==> config.mk <==
export PLATFORM = sky130hd
export DESIGN_NAME = shake_hand_arb
export DESIGN_NICKNAME = d
export VERILOG_FILES = /design/src/rtl/shake_hand_arb.sv
export SDC_FILE = /design/constraint.sdc
export NUM_CORES = 1
export LEC_CHECK = 0
export ABC_AREA = 1
export BUFFER_PORTS_ARGS = -buffer_cell sky130_fd_sc_hd__buf_2
export CAP_MARGIN = 10
export CORE_ASPECT_RATIO = 0.5
export CORE_MARGIN = 2
export CORE_UTILIZATION = 40
export CTS_CLUSTER_DIAMETER = 80
export DETAILED_ROUTE_END_ITERATION = 8
export GPL_ROUTABILITY_DRIVEN = 1
export PLACE_DENSITY = 0.65
export SYNTH_ARGS = -nofsm -noshare
export SYNTH_HDL_FRONTEND = slang
export SYNTH_SLANG_ARGS = --single-unit
==> constraint.sdc <==
create_clock -name clk -period 5 [get_ports clk]
set_input_delay 1 -clock clk [delete_from_list [all_inputs] [get_ports clk]]
set_output_delay 1 -clock clk [all_outputs]
set_load 0.01 [all_outputs]
==> src/rtl/shake_hand_arb.sv <==
// shake_hand_arb: round-robin arbiter sharing one ready/ack receiver among N senders,
// with a per-transfer timeout that frees the receiver if it never acknowledges.
module shake_hand_arb #(
  parameter int N       = 4,
  parameter int DW      = 8,
  parameter int TIMEOUT = 16,
  parameter int IDW     = 2
) (
  input  logic            clk,
  input  logic            rst,
  input  logic [N-1:0]    req_ready_i,
  input  logic [N*DW-1:0] req_din_i,
  output logic [N-1:0]    req_ack_o,
  output logic            out_ready_o,
  output logic [DW-1:0]   out_din_o,
  input  logic            out_ack_i,
  output logic [IDW-1:0]  grant_id_o,
  output logic            busy_o,
  output logic            timeout_err_o
);
  localparam int CW = $clog2(TIMEOUT);
  typedef enum logic [1:0] {IDLE, SEND, RELEASE} state_t;
  state_t         state_q, state_d;
  logic [IDW-1:0] ptr_q, ptr_d, gid_q, gid_d, pick, nxt_ptr;
  logic [CW-1:0]  cnt_q, cnt_d;
  logic [DW-1:0]  din_q, din_d, din_sel;
  logic [N-1:0]   ack_q, ack_d;
  logic           rdy_q, rdy_d, busy_q, busy_d, terr_q, terr_d, hit;
  logic [IDW:0]   sum;
  logic [2*N-1:0] dbl;
  // Rotating the request vector by ptr makes the lowest set bit the round-robin winner.
  assign dbl = {req_ready_i, req_ready_i} >> ptr_q;
  always_comb begin
    hit = 1'b0;
    sum = '0;
    for (int k = N - 1; k >= 0; k--) begin
      if (dbl[k]) begin
        hit = 1'b1;
        sum = (IDW+1)'(k) + {1'b0, ptr_q};
      end
    end
    pick = (sum >= (IDW+1)'(N)) ? IDW'(sum - (IDW+1)'(N)) : IDW'(sum);
    din_sel = '0;
    for (int k = 0; k < N; k++) begin
      if (pick == IDW'(k)) din_sel = req_din_i[k*DW +: DW];
    end
  end
  assign nxt_ptr = (gid_q == IDW'(N - 1)) ? '0 : gid_q + 1'b1;
  always_comb begin
    state_d = state_q;
    ptr_d   = ptr_q;
    gid_d   = gid_q;
    cnt_d   = cnt_q;
    din_d   = din_q;
    ack_d   = ack_q;
    rdy_d   = rdy_q;
    terr_d  = 1'b0;
    case (state_q)
      IDLE: begin
        if (hit) begin
          din_d   = din_sel;
          gid_d   = pick;
          cnt_d   = '0;
          rdy_d   = 1'b1;
          state_d = SEND;
        end
      end
      SEND: begin
        if (out_ack_i) begin
          rdy_d   = 1'b0;
          ack_d   = N'(1) << gid_q;
          state_d = RELEASE;
        end else if (cnt_q == CW'(TIMEOUT - 1)) begin
          rdy_d   = 1'b0;
          terr_d  = 1'b1;
          ptr_d   = nxt_ptr;
          state_d = IDLE;
        end else begin
          cnt_d = cnt_q + 1'b1;
        end
      end
      RELEASE: begin
        if (!out_ack_i) begin
          ack_d   = '0;
          ptr_d   = nxt_ptr;
          state_d = IDLE;
        end
      end
      default: state_d = IDLE;
    endcase
    busy_d = state_d != IDLE;
  end
  always_ff @(posedge clk or posedge rst) begin
    if (rst) begin
      state_q <= IDLE;
      ptr_q   <= '0;
      gid_q   <= '0;
      cnt_q   <= '0;
      din_q   <= '0;
      ack_q   <= '0;
      rdy_q   <= 1'b0;
      busy_q  <= 1'b0;
      terr_q  <= 1'b0;
    end else begin
      state_q <= state_d;
      ptr_q   <= ptr_d;
      gid_q   <= gid_d;
      cnt_q   <= cnt_d;
      din_q   <= din_d;
      ack_q   <= ack_d;
      rdy_q   <= rdy_d;
      busy_q  <= busy_d;
      terr_q  <= terr_d;
    end
  end
  assign req_ack_o     = ack_q;
  assign out_ready_o   = rdy_q;
  assign out_din_o     = din_q;
  assign grant_id_o    = gid_q;
  assign busy_o        = busy_q;
  assign timeout_err_o = terr_q;
endmodule

# Word-level counts from Yosys, hierarchy flattened
# Cells that the tools add are included.
[op_classes]
n_addsub = 6
multipliers = 0
n_div = 0
order_cmp = 1
n_eq_ne = 14
shifts = 2
n_mux = 37
bitwise_logic = 0
n_reduce_logical = 10
[op_table]
columns = ["cell", "count"]
rows = [
  ["2-to-1 mux 8 bit", 4],
  ["2-to-1 mux 4 bit", 5],
  ["2-to-1 mux 2 bit", 9],
  ["one-hot mux 4 bit (2 select lines)", 2],
  ["2-to-1 mux 3 bit", 4],
  ["!= test 2 bit (second input constant)", 6],
  ["2-to-1 mux 1 bit", 10],
  ["equality test 2 bit (second input constant)", 4],
  ["AND reduction 4 bit", 2],
  ["right shift 8 x 2 -> 4 bit", 1],
  ["adder 2 x 2 -> 3 bit (first input constant)", 2],
  ["one-hot mux 2 bit (3 select lines)", 1],
  ["AND reduction 3 bit", 2],
  ["nonzero test 2 bit", 3],
  ["adder 4 x 1 -> 4 bit (second input constant)", 1],
  ["equality test 2 x 1 -> 1 bit (second input constant)", 2],
  ["equality test 4 bit (second input constant)", 1],
  ["zero test 2 bit", 2],
  ["one-hot mux 2 bit (2 select lines)", 1],
  ["<< shifter 1 x 2 -> 4 bit (first input constant)", 1],
  ["adder 1 x 2 -> 3 bit (first input constant)", 1],
  [">= comparator 3 bit (second input constant)", 1],
  ["!= test 3 bit (second input constant)", 1],
  ["adder 2 x 1 -> 2 bit (second input constant)", 1],
  ["other kinds (3)", 3],
]
[word_totals]
reg_bits = 25
latchBits = 0
mem_bits_rw = 0
rom_bits = 0
inputBits = 39
out_inout_bits = 17
elab_cells = 79
memories = 0

# Longest topological paths before layout
# Gate-level depths: netlist of run 1.
[depth]
word_depth = 12
ltp_mapped = 16
ltp_nobuf = 15

# Worst setup path after synthesis of run 1
# OpenSTA, ideal clock, no wires.
[synth_timing]
path_type = "input -> register"
startpoint = "input port req_ready_i[3]"
endpoint = "register din_q[5] (netlist: out_din_o[5])"
setup_time_ns = 0.116
t_arrival_ns = 2.008
t_required_ns = 4.884
path_slack_ns = 2.876
stages = 13
path_buffers = 1
path_cell_list = "inv_1 > nand2_4 > nand3_2 > inv_1 > nor2_2 > o21ai_2 > nand2_4 > nand2_4 > buf_8 > nand3_1 > nand4_1 > nand2_1 > nand2_1"
[synth_via]
elab_chain_len = 12
elab_cells_between_ends = 21
cone_classes = "1 x add/sub; 1 x order compare; 3 x eq/ne; 1 x shift; 13 x mux; 2 x reduce/logical"
[synth_lines]
columns = ["item", "line", "rtl"]
rows = [
  ["start, declared", "11", "input logic [N-1:0] req_ready_i,"],
  ["right shift 8 x 2 -> 4 bit *", "32", "assign dbl = {req_ready_i, req_ready_i} >> ptr_q;"],
  ["2-to-1 mux 3 bit (4 in series)", "37", "if (dbl[k]) begin"],
  [">= comparator 3 bit or subtractor 2 x 1 -> 2 bit (tied branches)", "42", "pick = (sum >= (IDW+1)'(N)) ? IDW'(sum - (IDW+1)'(N)) : IDW'(sum);"],
  ["2-to-1 mux 2 bit", "42", ""],
  ["zero test 2 bit", "45", "if (pick == IDW'(k)) din_sel = req_din_i[k*DW +: DW];"],
  ["2-to-1 mux 8 bit (4 in series)", "45", ""],
  ["end signal, assigned", "109", "din_q <= din_d;"],
  ["end, declared", "26", "logic [DW-1:0] din_q, din_d, din_sel;"],
]
# Every way passes the cells marked *; elsewhere a longest branch is shown, timed or not.
# A chain may end at the register's enable or synchronous reset.

# Worst setup path in the final report of run 1
[layout_timing]
startpoint = "input port req_ready_i[3]"
endpoint = "register din_q[3] (netlist: out_din_o[3])"
# Same word-level chain as after synthesis.

==> results of run 1 <==
-- routing by layer --
layer / share of wire, % / routed length [um] / GRT usage [%]
met3: 3.6 / 145 / 3.90
met1: 51 / 2040 / 24.8
met2: 45 / 1770 / 27.3
met5: 0 / 0 / 0
met4: 0.53 / 21 / 3.76
-- cell usage in the layout, fill, tap and decap left out, drive strengths merged --
master | Yosys | final
ha | 5 | 5
a32o | 1 | 1
dfrtp | 25 | 25
nand4 | 16 | 16
o21ai | 9 | 9
nand2 | 70 | 70
nor3b | 1 | 1
nor2 | 12 | 12
inv | 26 | 26
and3 | 1 | 1
nand3 | 35 | 35
a21oi | 3 | 3
buf | 6 | 55
xnor2 | 1 | 1
nor3 | 4 | 4
clkbuf | 0 | 4
-- final timing paths --
check	endpoint	slack (ns)	cells after the start
min reg2reg	out_din_o[0]	0.49	2
min	out_din_o[0]	0.49	2
max	out_din_o[3]	2.77	14
min in group asynchronous	out_din_o[3]	0.91	2
max reg2reg	out_din_o[3]	2.84	14
max in group asynchronous	out_din_o[4]	3.53	2
-- sequential cells by signal, indices dropped and copies added, names as in the netlist --
register       flops
ptr_q              2
out_ready_o        1
req_ack_o          4
cnt_q              4
busy_o             1
grant_id_o         2
timeout_err_o      1
out_din_o          8
state_q            2
-- cell families after synthesis --
| logic type | synth area share (%) |
|---|---|
| DFF | 36.3 |
| and+or+nand+nor | 45.5 |
| adders and majority gates | 3.63 |
| buffers and inverters | 9.80 |
| AOI/OAI and AO/OA | 4.28 |
| xor gates and xnor gates | 0.508 |
-- where the power goes --
part | internal, W | leakage [nW] | switching (W)
Combinational | 0.000330 | 0.752 | 0.000625
Sequential | 0.000294 | 0.317 | 0.0000855
Clock | 0.0000570 | 0.0228 | 0.0000603
-- cells in the mapped netlist, drive strengths merged --
| master | instances |
|---|---|
| xnor2 | 1 |
| nor2 | 12 |
| and3 | 1 |
| a32o | 1 |
| o21ai | 9 |
| ha | 5 |
| a21oi | 3 |
| buf | 6 |
| dfrtp | 25 |
| nand2 | 70 |
| nand3 | 35 |
| nor3 | 4 |
| nor3b | 1 |
| nand4 | 16 |
| inv | 26 |
-- final cells by class --
class	count	area, um^2	share of cell area (%)
timing repair buffer	55	275	13.4
sequential	25	626	30.5
clock buffer	4	45.0	2.20
multi-input combinational	158	930	45.4
tap	54	67.6	3.30
inverter	26	105	5.13
-- critical path, cell delays in order --
cell and delay [ns]:
buf_2 0.12, inv_1 0.09, nand2_4 0.06, nand3_2 0.13
inv_1 0.06, nor2_2 0.11, o21ai_2 0.08, nand2_4 0.11
nand2_4 0.14, nor2_4 0.20, nand2_1 0.08, nand4_1 0.12
nand2_1 0.07, nand2_1 0.07
-- per-stage QoR --
step	hold slack [ns]	power, W	instance area [um^2]	utilization [%]	setup slack, ns
after floorplan	0.463	0.00118	1720	-	2.88
after detailed placement	0.465	0.00134	2000	49.8	2.46
after CTS	0.490	0.00146	2050	50.9	2.76
after global placement	0.465	0.00132	2000	49.8	2.52
after global routing	0.517	0.00161	2050	50.9	2.59
final	0.489	0.00145	2050	50.9	2.77
==> impl_metrics.py, run 1 <==
metrics = {
    "routing": {
        "drt_iter0_markers": 106,
        "vias": 1550,
        "vias_per_cell": 4.81,
        "antenna_left": 0,
        "firstDrtPassIters": 4,
        "avgRoutedWirePerCell_um": 12.4,
        "drc": 0,
        "drt_wl_total_mm": 3.98,
    },
    "hold_path": {
        "hp-class": "flop to flop",
        "min_from": "out_din_o[0]",
    },
    "worst_setup_path": {
        "timing.rr.start": "ptr_q[0]",
        "cp-startpoint": "req_ready_i[3]",
        "critPathKind": "input port to flop",
        "worstPathArrival_ns": 2.44,
        "endpoint_kind": "flop",
        "cp_max_fo": 18,
        "start_kind": "input port",
        "cp.required_ns": 5.20,
    },
    "die": {
        "dieArea_um2": 4880,
        "start_util_pct": 42.8,
        "rows": 16,
        "ioPinCount": 56,
        "die-height_um": 50.4,
        "coreArea_um2": 4020,
        "chipWidth_um": 96.9,
    },
    "synthesis": {
        "yosysSeqAreaShare_pct": 36.3,
        "synth-seq-cells": 25,
        "syn_area_um2": 1720,
        "synth_top_area_cell": "dfrtp_1",
        "yosysWarnings": 0,
        "synth.area.top_cells": "dfrtp_1, nand2_1, nand3_1",
        "syn-instance-count": 215,
        "yosysTopAreaCellShare_pct": 36.3,
        "synth_nets": 259,
        "synth_cell_types": 28,
        "syn-mean-instance-area_um2": 8.02,
    },
    "outcome": {
        "status": "finished clean",
    },
    "finish": {
        "fin_nets": 313,
        "area_delta_synth_final_pct": 18.8,
        "fillers": 404,
        "antennaDiodeCount": 0,
        "finalNonFillerCells": 322,
        "drive_gt1_share_pct": 35.1,
    },
    "sta": {
        "setup-violations-final": 0,
        "rsz0062_at_grt": "false",
        "skew_ns": 0.00675,
        "hold_viol": 0,
        "drv_slew": 0,
        "finalSetupTns_ns": 0,
        "worstMarginPinSlew_ns": 0.900,
        "min_period_ns": 2.23,
        "relSlewSlack_pct": 40.0,
        "fin_crit_sh_pct": 44.6,
        "fmax_mhz": 448,
    },
    "place": {
        "place_hpwl_mm": 3.22,
        "place.gp.congestion": 0.812,
        "post-place-cells": 318,
        "portBuffers": 55,
    },
    "cts": {
        "cts_tree": "yes",
        "post_cts_buffers": 0,
        "clk_latency_ns": 0.27,
        "cts_buffers": 3,
        "post_cts_resized": 0,
        "cts-root-buf": "clkbuf_8",
        "clock_path_buffers": 2,
        "h-tree-depth": 1,
        "path_clk_slew_ns": 0.08,
        "cts_num_sinks": 25,
        "hold_buffers": 0,
    },
    "global_routing": {
        "gr-total-overflow": 0,
        "grt_usage_pct": 17.4,
        "grt_pass1_wl_mm": 6.93,
        "antenna_found_initial": 0,
        "grt_max_degree": 26,
        "grt_pass1_vias": 1531,
    },
    "power_and_ir_drop": {
        "vdd_ir_drop_max_v": 0.000290,
        "power_leakage_nw": 1.09,
        "power.density_nw_per_um2": 709,
    },
    "flow_run": {
        "maxCapViolations": 0,
    },
}
Power figures use the tool's default switching activity.
==> run 2: changes to the inputs <==
- PLACE_DENSITY: 0.65 -> 0.68
- clock period: 5 -> 1.9 ns (I/O delays scaled with it)
==> impl_metrics.py, run 2 (same netlist as run 1, synthesis figures left out) <==
metrics = {
    "die": {
        "start_util_pct": 42.8,
        "chipWidth_um": 96.9,
        "dieArea_um2": 4880,
        "die-height_um": 50.4,
        "rows": 16,
        "ioPinCount": 56,
        "coreArea_um2": 4020,
    },
    "global_routing": {
        "antenna_found_initial": 0,
        "grt_pass1_wl_mm": 6.50,
        "gr-total-overflow": 0,
        "grt_pass1_vias": 1512,
        "grt_usage_pct": 16.1,
        "grt_max_degree": 26,
    },
    "routing": {
        "drc": 0,
        "vias_per_cell": 4.76,
        "drt_wl_total_mm": 4.00,
        "firstDrtPassIters": 4,
        "drt_iter0_markers": 63,
        "avgRoutedWirePerCell_um": 11.7,
        "antenna_left": 0,
        "vias": 1622,
    },
    "power_and_ir_drop": {
        "p_switching_w": 0.00219,
        "intPower_w": 0.00222,
        "swShare_pct": 49.7,
        "power_w": 0.00441,
        "power_leakage_nw": 1.19,
        "pwr-share-clk_pct": 7.2,
        "vdd_ir_drop_max_v": 0.000987,
        "seq_power_share_pct": 22.1,
        "combPwrFrac_pct": 70.7,
        "power.density_nw_per_um2": 1990,
    },
    "cts": {
        "cts_num_sinks": 25,
        "clock_path_buffers": 2,
        "path_clk_slew_ns": 0.09,
        "h-tree-depth": 1,
        "cts_tree": "yes",
        "clk_latency_ns": 0.27,
        "cts_buffers": 3,
        "cts-root-buf": "clkbuf_8",
    },
    "finish": {
        "antennaDiodeCount": 0,
        "regArea_um2": 627,
        "area_delta_synth_final_pct": 28.7,
        "final_core_util_pct": 55.1,
        "fin_nets": 332,
        "fillers": 385,
        "mostFrequentLayoutCells": "buf_2, nand2_1, nand3_1, dfrtp_1, inv_1",
        "multi_input_area_um2": 962,
        "largest_register_ffs": 8,
        "final_common_cell": "buf_2",
        "drive_gt1_share_pct": 40.4,
    },
    "sta": {
        "min_period_ns": 1.86,
        "rsz0062_at_grt": "true",
        "drv_slew": 0,
        "relSlewSlack_pct": 79.3,
        "skew_ns": 0.00588,
        "hold_viol": 0,
        "fmax_mhz": 537,
        "worstMarginPinSlew_ns": 0.311,
        "fin_crit_sh_pct": 98.0,
        "fin_ws_ns": 0.0376,
        "setup-violations-final": 0,
    },
    "worst_setup_path": {
        "timing.rr.start": "ptr_q[0]",
        "rrSetupSlack_ns": 0.04,
        "cp_max_fo": 8,
        "start_kind": "flop",
        "reg2reg_depth": 15,
        "worstPathArrival_ns": 2.08,
        "endpoint_kind": "flop",
        "r2r-end": "out_din_o[7]",
        "cp.required_ns": 2.12,
        "critPathKind": "flop to flop",
    },
    "outcome": {
        "status": "finished clean",
    },
    "place": {
        "place_hpwl_mm": 3.10,
        "place.gp.congestion": 0.809,
        "portBuffers": 55,
        "dpl_worst_slack_ns": -0.157,
    },
    "hold_path": {
        "hp-class": "input port to async pin",
    },
    "flow_run": {
        "maxCapViolations": 0,
    },
}
[run 2: through the flow]
step | TNS (ns) | area, um^2 | hold WS [ns] | std cells
floorplan | 0 | 1720 | 0.407 | 215
global placement | -0.463 | 2060 | 0.445 | 325
finish | 0 | 2220 | 0.136 | 341
detailed placement | -0.914 | 2060 | 0.447 | 325
CTS | 0 | 2100 | 0.147 | 329
global route | -0.502 | 2220 | 0.153 | 341
[run 2: how the worst max path moves through the flow]
stage             start            to  slack (ns)  cells after the start
2_1_floorplan  ptr_q[0]  out_din_o[5]        0.27                     16
3_3_place_gp   ptr_q[0]  out_din_o[7]       -0.10                     14
3_5_place_dp   ptr_q[0]  out_din_o[7]       -0.16                     13
4_1_cts        ptr_q[0]  out_din_o[7]        0.01                     13
5_1_grt        ptr_q[0]  out_din_o[2]       -0.10                     15
6_report       ptr_q[0]  out_din_o[7]        0.04                     15
[run 2: critical path, cell delays in order, from the launching register on]
cell and delay (ns):
dfrtp_2 0.53, inv_8 0.12, nand2_4 0.05, nand2_2 0.07, nand2_2 0.05, nand2_2 0.07
nand2_1 0.05, nand2_1 0.07, inv_2 0.05, nand2_4 0.11, nand2_8 0.08, nor2_4 0.22
nand2_1 0.08, nand4_1 0.13, nand2_1 0.07, nand2_1 0.05
[run 2: layer usage]
layer	GRT usage, %	part of all wire [%]	up-vias
met5	0	0	-
met4	3.29	0.47	0
met3	2.09	4.5	2
met2	26.3	45	43
met1	23.1	50	719
li1	-	-	858
[run 2: power by group through the flow]
stage	logic, W	registers (W)	clock network [W]
after global routing	0.00347	0.00101	0.000342
final	0.00312	0.000976	0.000318
after CTS	0.00265	0.000984	0.000329
after floorplan	0.00212	0.000983	0
after detailed placement	0.00264	0.000986	0
after global placement	0.00259	0.000986	0
[run 2: cell type report]
class                      count  share of cell area [%]
tap                           54                    3.05
multi-input combinational    159                    43.4
sequential                    25                    28.3
clock buffer                   3                    1.86
timing repair buffer          73                    18.5
inverter                      26                    4.74
clock inverter                 1                   0.226
[run 2: timing repair]
action,CTS,global route
hold buffers,0,0
gates cloned,0,1
buffers inserted,0,11
pin swaps,0,12
setup endpoints to repair,12,10
gates resized for setup,1,4
